[src/rtl/ce_pkg.sv]
// ce_pkg: shared types and constants for the ce_ls scaler: beat sideband, saturation limits, shift clamp.
package ce_pkg;

    localparam int W_FFTPTS = 12;

    // Everything that must stay aligned with a data beat through the pipeline.
    typedef struct packed {
        logic                sop;
        logic                eop;
        logic [1:0]          error;
        logic [W_FFTPTS-1:0] fftpts;
    } beat_sb_t;

    function automatic int sat_hi(input int w);
        return (1 << (w - 1)) - 1;
    endfunction

    function automatic int sat_lo(input int w);
        return -(1 << (w - 1));
    endfunction

    function automatic int shift_max(input int w_in, input int w_out);
        return w_in - w_out;
    endfunction

endpackage

[src/rtl/ce_rnd_sat.sv]
// ce_rnd_sat: one sample component; S1 rounds half-up and shifts right by k, S2 saturates to W_OUT bits.
module ce_rnd_sat
    import ce_pkg::*;
#(
    parameter int W_IN    = 36,
    parameter int W_OUT   = 16,
    parameter int W_SHIFT = 6
) (
    input  logic                     clk,
    input  logic                     rst_n,
    input  logic                     ld1,
    input  logic                     ld2,
    input  logic [W_SHIFT-1:0]       k,
    input  logic signed [W_IN-1:0]   x,
    output logic signed [W_OUT-1:0]  y,
    output logic                     sat
);
    localparam logic signed [W_IN:0] HI = (W_IN + 1)'(sat_hi(W_OUT));
    localparam logic signed [W_IN:0] LO = (W_IN + 1)'(sat_lo(W_OUT));

    logic signed [W_IN:0] half, sum, r, r1;
    logic over, under;

    // One extra bit keeps the rounding carry of a full-scale input from wrapping.
    always_comb begin
        half  = k == '0 ? '0 : (W_IN + 1)'(1) << (k - 1'b1);
        sum   = {x[W_IN-1], x} + half;
        r     = sum >>> k;
        over  = r1 > HI;
        under = r1 < LO;
    end

    always_ff @(posedge clk or negedge rst_n) begin
        if (!rst_n) begin
            r1  <= '0;
            y   <= '0;
            sat <= 1'b0;
        end else begin
            if (ld1) r1 <= r;
            if (ld2) begin
                y   <= over ? HI[W_OUT-1:0] : under ? LO[W_OUT-1:0] : r1[W_OUT-1:0];
                sat <= over | under;
            end
        end
    end

endmodule

[src/rtl/ce_ls_scale_sat.sv]
// ce_ls_scale_sat: 2-stage complex scaler (shift + half-up round, then saturate) with valid/ready flow.
// Define CE_LS_SAT_CNT_EN to build the per-frame saturation counter on sat_cnt / sat_cnt_valid.
module ce_ls_scale_sat
    import ce_pkg::*;
#(
    parameter int W_IN      = 36,
    parameter int W_OUT     = 16,
    parameter int W_SHIFT   = 6,
    parameter int SHIFT_DEF = 16,
    parameter int W_CNT     = 12
) (
    input  logic                     clk,
    input  logic                     rst_n_sync,
    input  logic                     sink_valid,
    output logic                     sink_ready,
    input  logic                     sink_sop,
    input  logic                     sink_eop,
    input  logic [1:0]               sink_error,
    input  logic signed [W_IN-1:0]   sink_real,
    input  logic signed [W_IN-1:0]   sink_imag,
    input  logic [11:0]              fftpts_in,
    input  logic [W_SHIFT-1:0]       shift_sel,
    output logic                     source_valid,
    input  logic                     source_ready,
    output logic                     source_sop,
    output logic                     source_eop,
    output logic [1:0]               source_error,
    output logic signed [W_OUT-1:0]  source_real,
    output logic signed [W_OUT-1:0]  source_imag,
    output logic [11:0]              fftpts_out,
    output logic [W_CNT-1:0]         sat_cnt,
    output logic                     sat_cnt_valid
);
    localparam int SMAX = shift_max(W_IN, W_OUT);

    logic               s1_v, s2_v, s1_adv, s2_adv, accept, sop_acc, sat_re, sat_im;
    logic [W_SHIFT-1:0] k_reg, k_use;
    logic [11:0]        fft_reg;
    beat_sb_t           sb_in, s1_sb, s2_sb;

    // A stage advances when it is empty or its successor advances; the sop beat uses its own k and fftpts.
    always_comb begin
        s2_adv       = !s2_v || source_ready;
        s1_adv       = !s1_v || s2_adv;
        sink_ready   = s1_adv;
        accept       = sink_valid && s1_adv;
        sop_acc      = accept && sink_sop;
        k_use        = !sop_acc ? k_reg : int'(shift_sel) > SMAX ? W_SHIFT'(SMAX) : shift_sel;
        sb_in        = '{sop: sink_sop, eop: sink_eop, error: sink_error,
                         fftpts: sop_acc ? fftpts_in : fft_reg};
        source_valid = s2_v;
        source_sop   = s2_sb.sop;
        source_eop   = s2_sb.eop;
        source_error = s2_sb.error;
        fftpts_out   = s2_sb.fftpts;
    end

    always_ff @(posedge clk or negedge rst_n_sync) begin
        if (!rst_n_sync) begin
            s1_v    <= 1'b0;
            s2_v    <= 1'b0;
            s1_sb   <= '0;
            s2_sb   <= '0;
            k_reg   <= W_SHIFT'(SHIFT_DEF);
            fft_reg <= '0;
        end else begin
            if (s1_adv) s1_v <= sink_valid;
            if (accept) begin
                s1_sb   <= sb_in;
                k_reg   <= k_use;
                fft_reg <= sb_in.fftpts;
            end
            if (s2_adv) s2_v <= s1_v;
            if (s2_adv && s1_v) s2_sb <= s1_sb;
        end
    end

    ce_rnd_sat #(.W_IN(W_IN), .W_OUT(W_OUT), .W_SHIFT(W_SHIFT)) u_re (
        .clk(clk), .rst_n(rst_n_sync), .ld1(accept), .ld2(s2_adv && s1_v),
        .k(k_use), .x(sink_real), .y(source_real), .sat(sat_re)
    );

    ce_rnd_sat #(.W_IN(W_IN), .W_OUT(W_OUT), .W_SHIFT(W_SHIFT)) u_im (
        .clk(clk), .rst_n(rst_n_sync), .ld1(accept), .ld2(s2_adv && s1_v),
        .k(k_use), .x(sink_imag), .y(source_imag), .sat(sat_im)
    );

`ifdef CE_LS_SAT_CNT_EN
    logic             xfer;
    logic [W_CNT-1:0] cnt, total;
    logic [W_CNT:0]   sum;

    // Counting happens on the output transfer; a sop restarts the frame count at that beat.
    always_comb begin
        xfer  = s2_v && source_ready;
        sum   = (s2_sb.sop ? '0 : {1'b0, cnt}) + (W_CNT + 1)'(sat_re) + (W_CNT + 1)'(sat_im);
        total = sum[W_CNT] ? '1 : sum[W_CNT-1:0];
    end

    always_ff @(posedge clk or negedge rst_n_sync) begin
        if (!rst_n_sync) begin
            cnt           <= '0;
            sat_cnt       <= '0;
            sat_cnt_valid <= 1'b0;
        end else begin
            sat_cnt_valid <= xfer && s2_sb.eop;
            if (xfer) begin
                cnt <= s2_sb.eop ? '0 : total;
                if (s2_sb.eop) sat_cnt <= total;
            end
        end
    end
`else
    logic unused_sat;

    always_comb begin
        unused_sat    = sat_re | sat_im;
        sat_cnt       = '0;
        sat_cnt_valid = 1'b0;
    end
`endif

endmodule

[config.mk]
export PLATFORM = sky130hd
export DESIGN_NAME = ce_ls_scale_sat
export DESIGN_NICKNAME = d
export VERILOG_FILES = /design/src/rtl/ce_pkg.sv /design/src/rtl/ce_rnd_sat.sv /design/src/rtl/ce_ls_scale_sat.sv
export SDC_FILE = /design/constraint.sdc
export NUM_CORES = 1
export LEC_CHECK = 0
export ABC_AREA = 1
export BUFFER_PORTS_ARGS = -buffer_cell sky130_fd_sc_hd__buf_2
export CAP_MARGIN = 20
export CORE_MARGIN = 5
export CORE_UTILIZATION = 60
export CTS_CLUSTER_DIAMETER = 80
export DETAILED_ROUTE_END_ITERATION = 12
export PLACE_DENSITY = 0.81
export SYNTH_ARGS = -nofsm -noshare
export SYNTH_HDL_FRONTEND = slang
export SYNTH_HIERARCHICAL = 1
export SYNTH_SLANG_ARGS = --single-unit
[constraint.sdc]
create_clock -name clk -period 8.2 [get_ports clk]
set_clock_uncertainty 0.1 [all_clocks]
set_input_delay 0.82 -clock clk [delete_from_list [all_inputs] [get_ports clk]]
set_output_delay 0.82 -clock clk [all_outputs]
set_load 0.05 [all_outputs]
* Yosys cells after proc, flatten, opt, wreduce, memory -nomap -nowiden
Index checks and enable logic that the tools add are counted.
** Storage, ports and cells
- Logic and storage cells :: 43
- Bits in registers :: 146
- Input bits :: 98
** Cells by class
- Add/sub/neg operators :: 3
- Shifts and indexed selects :: 3
- Order comparisons :: 5
- Reduce and logical (&&, ||, !) cells :: 9
- Mux-type cells :: 8
** Operators with widths (number)
- 37-bit adder :: 2
- 37-bit by 16-bit > comparator with 1-bit output, second input constant :: 2
- 37-bit by 16-bit less-than comparator with 1-bit output, second input constant :: 2
- 37-bit by 6-bit >>> shifter with 37-bit output :: 2
- 16-bit two-way mux :: 4
- 37-bit two-way mux :: 1
- 1-bit by 6-bit left shift with 37-bit output, first input constant :: 1
- 12-bit two-way mux :: 1
- 6-bit two-way mux :: 2
- 6-bit by 5-bit > comparator with 1-bit output, second input constant :: 1
- 6-bit zero test :: 1
- 6-bit by 1-bit subtractor with 6-bit output, second input constant :: 1
- 1-bit logical AND :: 3
- 1-bit zero test :: 2
- 1-bit logical OR :: 2
- 2-bit AND reduction :: 1

* Longest topological paths before layout
Gate-level depths: netlist of run 1.
- Depth after elaboration :: 11
- Depth in mapped cells :: 40
- Gate-level depth less buffers :: 39

* By module
Netlist of run 1, hierarchy kept.
** Modules (own cells, without submodules)
- ce_rnd_sat :: area each 7070.5 µm², cells each 1231, instances 2
- ce_ls_scale_sat :: area each 1699.1 µm², cells each 193, instances 1

* Worst setup path before layout of run 1
No wires, ideal clock.
- Kind :: in2reg
- Start point :: input source_ready
- End point :: register u_im.r1[11]
- Cell stages on the path :: 33
- Path buffers :: 1
- Data arrival time :: 4.931 ns
- Setup slack :: 3.096 ns
- Library setup time :: 0.073 ns
- Cell sequence :: inv_1 nand3_2 nand3_4 buf_6 nand2_1 o21ai_0 nor2_2 nand2_1 nor2_2 nand2_2 nand2_4 inv_1 a21oi_1 nand2_1 or4_1 inv_1 ha_1 nand2_2 inv_1 a21oi_1 nand3_1 nand2_1 nand2_2 nand2_1 nand2_1 nand2_1 nand3_1 nand3_1 nand3_1 nand3_1 o21ai_1 or2_1 a21oi_2
** Between the ends
- Cells in the longest elaborated chain, start to end :: 10
- Elaborated cells on any way between the ends :: 11
** RTL lines
- start: declaration :: RTL line ce_ls_scale_sat.sv:24 : input logic source_ready,
- 1-bit logical OR * :: RTL line ce_ls_scale_sat.sv:43 : s2_adv = !s2_v || source_ready;
- 1-bit logical OR * :: RTL line ce_ls_scale_sat.sv:44 : s1_adv = !s1_v || s2_adv;
- via sink_ready :: RTL line ce_ls_scale_sat.sv:15 : output logic sink_ready,
- 1-bit logical AND * :: RTL line ce_ls_scale_sat.sv:46 : accept = sink_valid && s1_adv;
- 1-bit logical AND * :: RTL line ce_ls_scale_sat.sv:47 : sop_acc = accept && sink_sop;
- 6-bit two-way mux * :: RTL line ce_ls_scale_sat.sv:48 : k_use = !sop_acc ? k_reg : int'(shift_sel) > SMAX ? W_SHIFT'(SMAX) : shift_sel;
- via k_use[0] :: RTL line ce_ls_scale_sat.sv:37 : logic [W_SHIFT-1:0] k_reg, k_use;
- 6-bit by 1-bit subtractor with 6-bit output :: RTL line ce_rnd_sat.sv:26 : half = k == '0 ? '0 : (W_IN + 1)'(1) << (k - 1'b1);
- 1-bit by 6-bit left shift with 37-bit output :: RTL line ce_rnd_sat.sv:26
- 37-bit two-way mux :: RTL line ce_rnd_sat.sv:26
- 37-bit adder :: RTL line ce_rnd_sat.sv:27 : sum = {x[W_IN-1], x} + half;
- 37-bit by 6-bit >>> shifter with 37-bit output * :: RTL line ce_rnd_sat.sv:28 : r = sum >>> k;
- end signal: assignment :: RTL line ce_rnd_sat.sv:39 : if (ld1) r1 <= r;
- end: declaration :: RTL line ce_rnd_sat.sv:21 : logic signed [W_IN:0] half, sum, r, r1;
Mark *: on every way through the listed nets, which the timed path passes. The rest lies on a longest branch.
A chain may end at the register's enable or synchronous reset.

* Worst setup path after layout of run 1
- Start point :: input source_ready
- End point :: register u_re.r1[20]
** Between the ends
- Cells in the longest elaborated chain, start to end :: 10
- Elaborated cells on any way between the ends :: 11
** RTL lines (RTL line)
- 1-bit logical OR * :: ce_ls_scale_sat.sv:43
- 1-bit logical OR * :: ce_ls_scale_sat.sv:44
- 1-bit logical AND * :: ce_ls_scale_sat.sv:46
- 1-bit logical AND * :: ce_ls_scale_sat.sv:47
- 6-bit two-way mux * :: ce_ls_scale_sat.sv:48
- via k_use[2] :: ce_ls_scale_sat.sv:37
- 6-bit by 1-bit subtractor with 6-bit output :: ce_rnd_sat.sv:26
- 1-bit by 6-bit left shift with 37-bit output :: ce_rnd_sat.sv:26
- 37-bit two-way mux :: ce_rnd_sat.sv:26
- 37-bit adder :: ce_rnd_sat.sv:27
- 37-bit by 6-bit >>> shifter with 37-bit output * :: ce_rnd_sat.sv:28
- end signal: assignment :: ce_rnd_sat.sv:39
- end: declaration :: ce_rnd_sat.sv:21
Marks and branches as above.

==> results by group, run 1 <==
Global route
  – Vias in the first global route: 16600
  – Largest net degree at the start of global routing: 83
  – Global-route wire length before repair: 85.50 mm
  – GRT Overall Usage: 35.67%
  – Initial antenna violation count: 0
  – Overflow after GRT: 0

Finish
  – Area grow syn2layout: 9.265%
  – Largest registers: u_im/r1 (37), u_re/r1 (37)
  – Share of cells above drive strength 1: between 10% and 20%
  – Post-layout instance area: about 17000 um^2
  – ANT cells: 0
  – Nets: 2903
  – Post-layout util: 66.32%

Floorplanning
  – I/O pins: 161
  – Die area: 29630 um^2
  – Core area: 25980 um^2
  – Std cell rows: 59
  – Die Wd: 172.1 um
  – Initial Utilization: between 60% and 70%
  – Chip Height: about 170 um

Clocking
  – Postcts setup bufs: 0
  – Clock Sinks: ~150
  – Worst-Skew Late Latency: 420 ps
  – Clock-pin transition on the worst setup and hold timing paths: 60 ps
  – Cts hold-fix bufs: 0
  – Cts repair resizes: 0
  – CTS H-tree lvls: 4
  – CTS tree: yes
  – CTS root buf: clkbuf_16
  – Num CTS Buffers: 17
  – Clock Path Buffers: 2

Power and ir drop
  – Maximum vdd drop: around 300 uV
  – Overall power: 0.003721 W
  – LEAKAGE: 9.009 nW
  – PwrDens: 215.9 nW/um^2

Worst setup path
  – R2r setup slk: 2190 ps
  – WP data arrival: 6350 ps
  – WP data required: between 8000 and 9000 ps
  – Crit end category: flip-flop
  – Worst Setup Start Kind: primary input
  – Critical path's slowest cell: inv_2
  – Crit Path Max Fanout: 42
  – CP Class: in2reg
  – CP most frequent cell: nand2_1
  – Largest stage delay on the critical path: 550 ps

Detailed routing
  – DR iter-0 viols: 2595
  – Routed Antenna Nets: 0
  – WL per Instance: 17.53 um
  – Via density per instance: between 5 and 6
  – Vias: 18440
  – Detailed-route DRC error count: 0
  – DRT Pass-1 Iters: 8
  – Routed wire length: 53.98 mm

Synthesis
  – Synthesized area per cell: 5.954 um^2
  – Area of the mapped netlist: 15770 um^2
  – Synth warn: 6
  – Cell count after synthesis: around 2600

Timing
  – Final Hold Viols: 0
  – Finish-stage setup viols: 0
  – Slew @ Worst Pin: just over 900 ps
  – Slew margin rel.: 39.15%
  – RSZ-0062 raised after global routing: no
  – Hold WS: 332.3 ps
  – Final TNS setup: 0 ps
  – Crit share post-route: 75.36%
  – Crit path time final: 6180 ps
  – Fin. max-slew vios: 0
  – Maximum clock rate: 161.8 MHz

Flow run
  – Max Cap Viol: 0

Place
  – PortBufs: 147
  – RD Place Congestion: 1.001
  – Area after DPL: 16580 um^2
  – Dpl hpwl: 42.16 mm

Run status
  – Status: complete, no violations

Hold path
  – Worst min-delay path class: in2async
## critical path: cells and delay by family
family | cells | cell delay (ps)
buffers and inverters | 7 | 1100
adder cells (fa/ha/maj) | 1 | 280
AO/OA/AOI/OAI | 4 | 560
AND/OR/NAND/NOR | 26 | 3560
## per-layer routing
metal | up-vias | share of wire (%) | GRT usage, %
met4 | 0 | 1.5 | 6.869
met1 | 8389 | 45 | 54.92
li1 | 8859 | - | -
met2 | 1112 | 41 | 50.69
met3 | 75 | 13 | 8.893
met5 | - | 0 | 0
## per-stage QoR
step	cells	worst slack, ps
2_1_floorplan	2661	3096
3_3_place_gp	3045	1925
3_5_place_dp	3046	1792
4_1_cts	3078	2220
5_1_grt	3079	1545
6_report	3079	2020
## power breakdown
part | switching, W | leakage (nW) | total (W) | internal [W]
clock network | 0.000294 | 0.304 | 0.000834 | 0.000540
registers | 0.000135 | 1.69 | 0.00106 | 0.000929
logic | 0.00133 | 7.01 | 0.00182 | 0.000494
## layout by cell type (no fill, tap or decap), types with 5 or more instances in the layout
master / instances
nand2_2: 25
a31oi_1: 28
nor2_1: 263
nor4_1: 18
o211ai_1: 8
xnor2_1: 6
nand4_1: 18
xor2_1: 22
nor3_1: 18
a21oi_1: 137
nand3b_1: 25
bufinv_16: 5
nand3_2: 15
inv_2: 17
ha_1: 72
buf_4: 23
clkbuf_16: 17
conb_1: 13
inv_1: 234
nand3_1: 455
nand2_4: 6
buf_2: 146
nor2_2: 14
o21ai_1: 26
dfrtp_1: 145
a21oi_2: 18
or2_1: 8
o21ai_0: 95
nand2_1: 797
o21bai_1: 16
## area by class of cell
cell class / count / area [um^2]
flip-flops and latches: 146 / 3655
clock inverters: 13 / 209.0
fillers: 2422 / 8751
inverters: 255 / 959.7
multi-input cells: 2141 / 10640
clock buffers: 19 / 432.9
repair buffers: 170 / 914.6
well taps: 335 / 419.2
## worst paths after layout
kind                       depth (start not counted)                startpoint                       to
setup / recovery                                  38              source_ready  u_re/r1[20]$_DFFE_PN0P_
hold / removal                                     1                rst_n_sync  u_im/r1[26]$_DFFE_PN0P_
setup reg to reg                                  36  source_valid$_DFFE_PN0P_  u_re/r1[20]$_DFFE_PN0P_
hold reg to reg                                    2      k_reg[5]$_DFFE_PN0P_     k_reg[5]$_DFFE_PN0P_
max in group asynchronous                          2                rst_n_sync  u_re/r1[11]$_DFFE_PN0P_
min in group clk                                   2      k_reg[5]$_DFFE_PN0P_     k_reg[5]$_DFFE_PN0P_
Note: power is estimated with default switching activity, not from simulation.
==> run 2, diff against run 1 <==
==> constraint.sdc (replaced) <==
create_clock -name clk -period 6.02 [get_ports clk]
set_clock_uncertainty 0.1 [all_clocks]
set_input_delay 0.602 -clock clk [delete_from_list [all_inputs] [get_ports clk]]
set_output_delay 0.602 -clock clk [all_outputs]
set_load 0.05 [all_outputs]
==> run 2 against run 1 <==
Via count rose by 0.59%. Largest cell class unchanged. First-iteration DRC count rose by 5.5%. Setup slack got worse by 1600 ps. Critical path type is now reg2reg. Critical endpoint is now u_im/r1[20]$_DFFE_PN0P_. Combinational power rose by 37%.
==> results by group, run 2 (synthesis results as in run 1) <==
Run status
  – Status: complete, no violations

Power and ir drop
  – LEAKAGE: 8.991 nW (-0.20%)
  – Maximum vdd drop: 425.4 uV (+43%)
  – PwrDens: 286.8 nW/um^2 (+33%)

Detailed routing
  – Via density per instance: 6.015 (+0.46%)
  – Routed Antenna Nets: 0 (unchanged)
  – DR iter-0 viols: 2739 (+5.5%)
  – Vias: 18540 (+0.59%)
  – Detailed-route DRC error count: 0 (unchanged)
  – WL per Instance: 17.63 um (+0.56%)
  – DRT Pass-1 Iters: 8 (unchanged)
  – Routed wire length: 54.36 mm (+0.69%)

Worst setup path
  – Crit end category: flip-flop
  – Worst Setup Start Kind: flip-flop
  – Crit Path Max Fanout: 19 (-55%)
  – Critical path's slowest cell: or4_1
  – Largest stage delay on the critical path: 450 ps (-100 ps)
  – CP most frequent cell: nand2_1
  – WP data required: 6170 ps (-2200 ps)
  – WP data arrival: 5720 ps (-630 ps)
  – CP Class: reg2reg

Timing
  – Fin. max-slew vios: 0 (unchanged)
  – Crit share post-route: between 90 and 100%
  – RSZ-0062 raised after global routing: no
  – Slew margin rel.: 27.34% (-12 points)
  – Maximum clock rate: 179.7 MHz
  – Crit path time final: 5564 ps
  – Final WS setup: 455.8 ps (-1565 ps)
  – Hold WS: 123.4 ps (-208.9 ps)
  – Slew @ Worst Pin: 1086 ps (+176.5 ps)
  – Final Hold Viols: 0 (unchanged)
  – Finish-stage setup viols: 0 (unchanged)
  – Final TNS setup: 0 ps (unchanged)

Global route
  – Overflow after GRT: 0 (unchanged)
  – Global-route wire length before repair: 86.03 mm (+0.62%)
  – Initial antenna violation count: 0 (unchanged)
  – Largest net degree at the start of global routing: 91 (+9.6%)
  – Vias in the first global route: 16630 (+0.17%)
  – GRT Overall Usage: 35.96% (+0.29 points)

Finish
  – Share of cells above drive strength 1: 11.72% (+0.20 points)
  – Nets: 2907 (+0.14%)
  – Largest registers: u_im/r1 (37), u_re/r1 (37)
  – Area grow syn2layout: 8.932%
  – Commonest non-fill, non-tap cell in the layout: nand2_1
  – Post-layout instance area: 17180 um^2 (-0.30%)
  – Post-layout util: 66.12% (-0.20 points)
  – Most frequent cells in the layout: nand2_1 (797), nand3_1 (455), nor2_1 (263)
  – ANT cells: 0 (unchanged)

Place
  – Area after DPL: 16610 um^2 (+0.18%)
  – Dpl hpwl: 42.67 mm (+1.2%)
  – Setup WS pre-CTS: 293.3 ps (-1498 ps)
  – PortBufs: 147 (unchanged)
  – RD Place Congestion: 0.9968 (-0.44%)

Floorplanning
  – Die area: 29630 um^2 (unchanged)
  – Core area: 25980 um^2 (unchanged)
  – Std cell rows: 59 (unchanged)
  – Die Wd: 172.1 um (unchanged)
  – I/O pins: 161 (unchanged)
  – Chip Height: 172.1 um (unchanged)
  – Initial Utilization: 60.70% (unchanged)

Clocking
  – Clock Sinks: 146 (unchanged)
  – CTS tree: yes
  – CTS H-tree lvls: 4 (unchanged)
  – Worst-Skew Late Latency: 420 ps (about the same)
  – Clock-pin transition on the worst setup and hold timing paths: 70 ps (about the same)
  – Cts repair resizes: 0 (unchanged)
  – CTS root buf: clkbuf_16
  – Cts hold-fix bufs: 0 (unchanged)
  – Num CTS Buffers: 17 (unchanged)
  – Postcts setup bufs: 0 (unchanged)
  – Clock Path Buffers: 2 (unchanged)

Flow run
  – Max Cap Viol: 0 (unchanged)

Hold path
  – Worst min-delay path class: in2async
-- run 2: changes by cell type in the layout (fill, tap and decap cells not counted), sizes merged --
cell,delta
clkbuf,-1
buf,+4
bufinv,-5
inv,+6
-- run 2: metrics by stage --
stage               total power (W)  instances
floorplan                  0.003207       2661
global placement           0.003791       3049
detailed placement         0.003842       3050
CTS                        0.004864       3082
global route               0.005226       3083
finish                     0.004928       3083
-- run 2: critical path, delay by kind of cell (launching register included) --
kind,cells,cell delay (ps)
AND/OR/NAND/NOR,26,3550
AO/OA/AOI/OAI,4,630
buffers and inverters,5,460
flip-flops,1,370
adder cells (fa/ha/maj),1,270
-- run 2: power by group --
part,switching [W],leakage [nW],internal (W)
Combinational,0.00181,7.03,0.000676
Clock,0.000441,0.268,0.000550
Sequential,0.000182,1.69,0.00126
-- run 2: layer usage --
layer,GRT usage (%),vias to the layer above,share of wire [%]
met5,0,-,0
met4,8.578,0,2.2
met3,6.150,108,12
met2,51.91,1130,41
met1,55.79,8435,45
li1,-,8871,-
-- run 2: cell type report --
cell class,instances,area (um^2)
Timing Repair Buffer,174,944.7
Sequential cell,146,3655
Multi-Input combinational cell,2141,10640
Tap cell,335,419.2
Fill cell,2494,8803
Inverter,255,959.7
Clock buffer,18,439.2
Clock inverter,14,120.1
-- run 2: worst paths after layout --
kind,start,endpoint,slack [ps],cells past startpoint
worst max-delay path,source_valid$_DFFE_PN0P_,u_im/r1[20]$_DFFE_PN0P_,460,36
worst min-delay path,rst_n_sync,u_im/y[7]$_DFFE_PN0P_,120,1
worst max register to register,source_valid$_DFFE_PN0P_,u_im/r1[20]$_DFFE_PN0P_,460,36
worst min register to register,k_reg[5]$_DFFE_PN0P_,k_reg[5]$_DFFE_PN0P_,360,2
max in group asynchronous,rst_n_sync,u_re/y[11]$_DFFE_PN0P_,4420,2
min in group clk,fftpts_in[6],s1_sb[6]$_DFFE_PN0P_,290,3
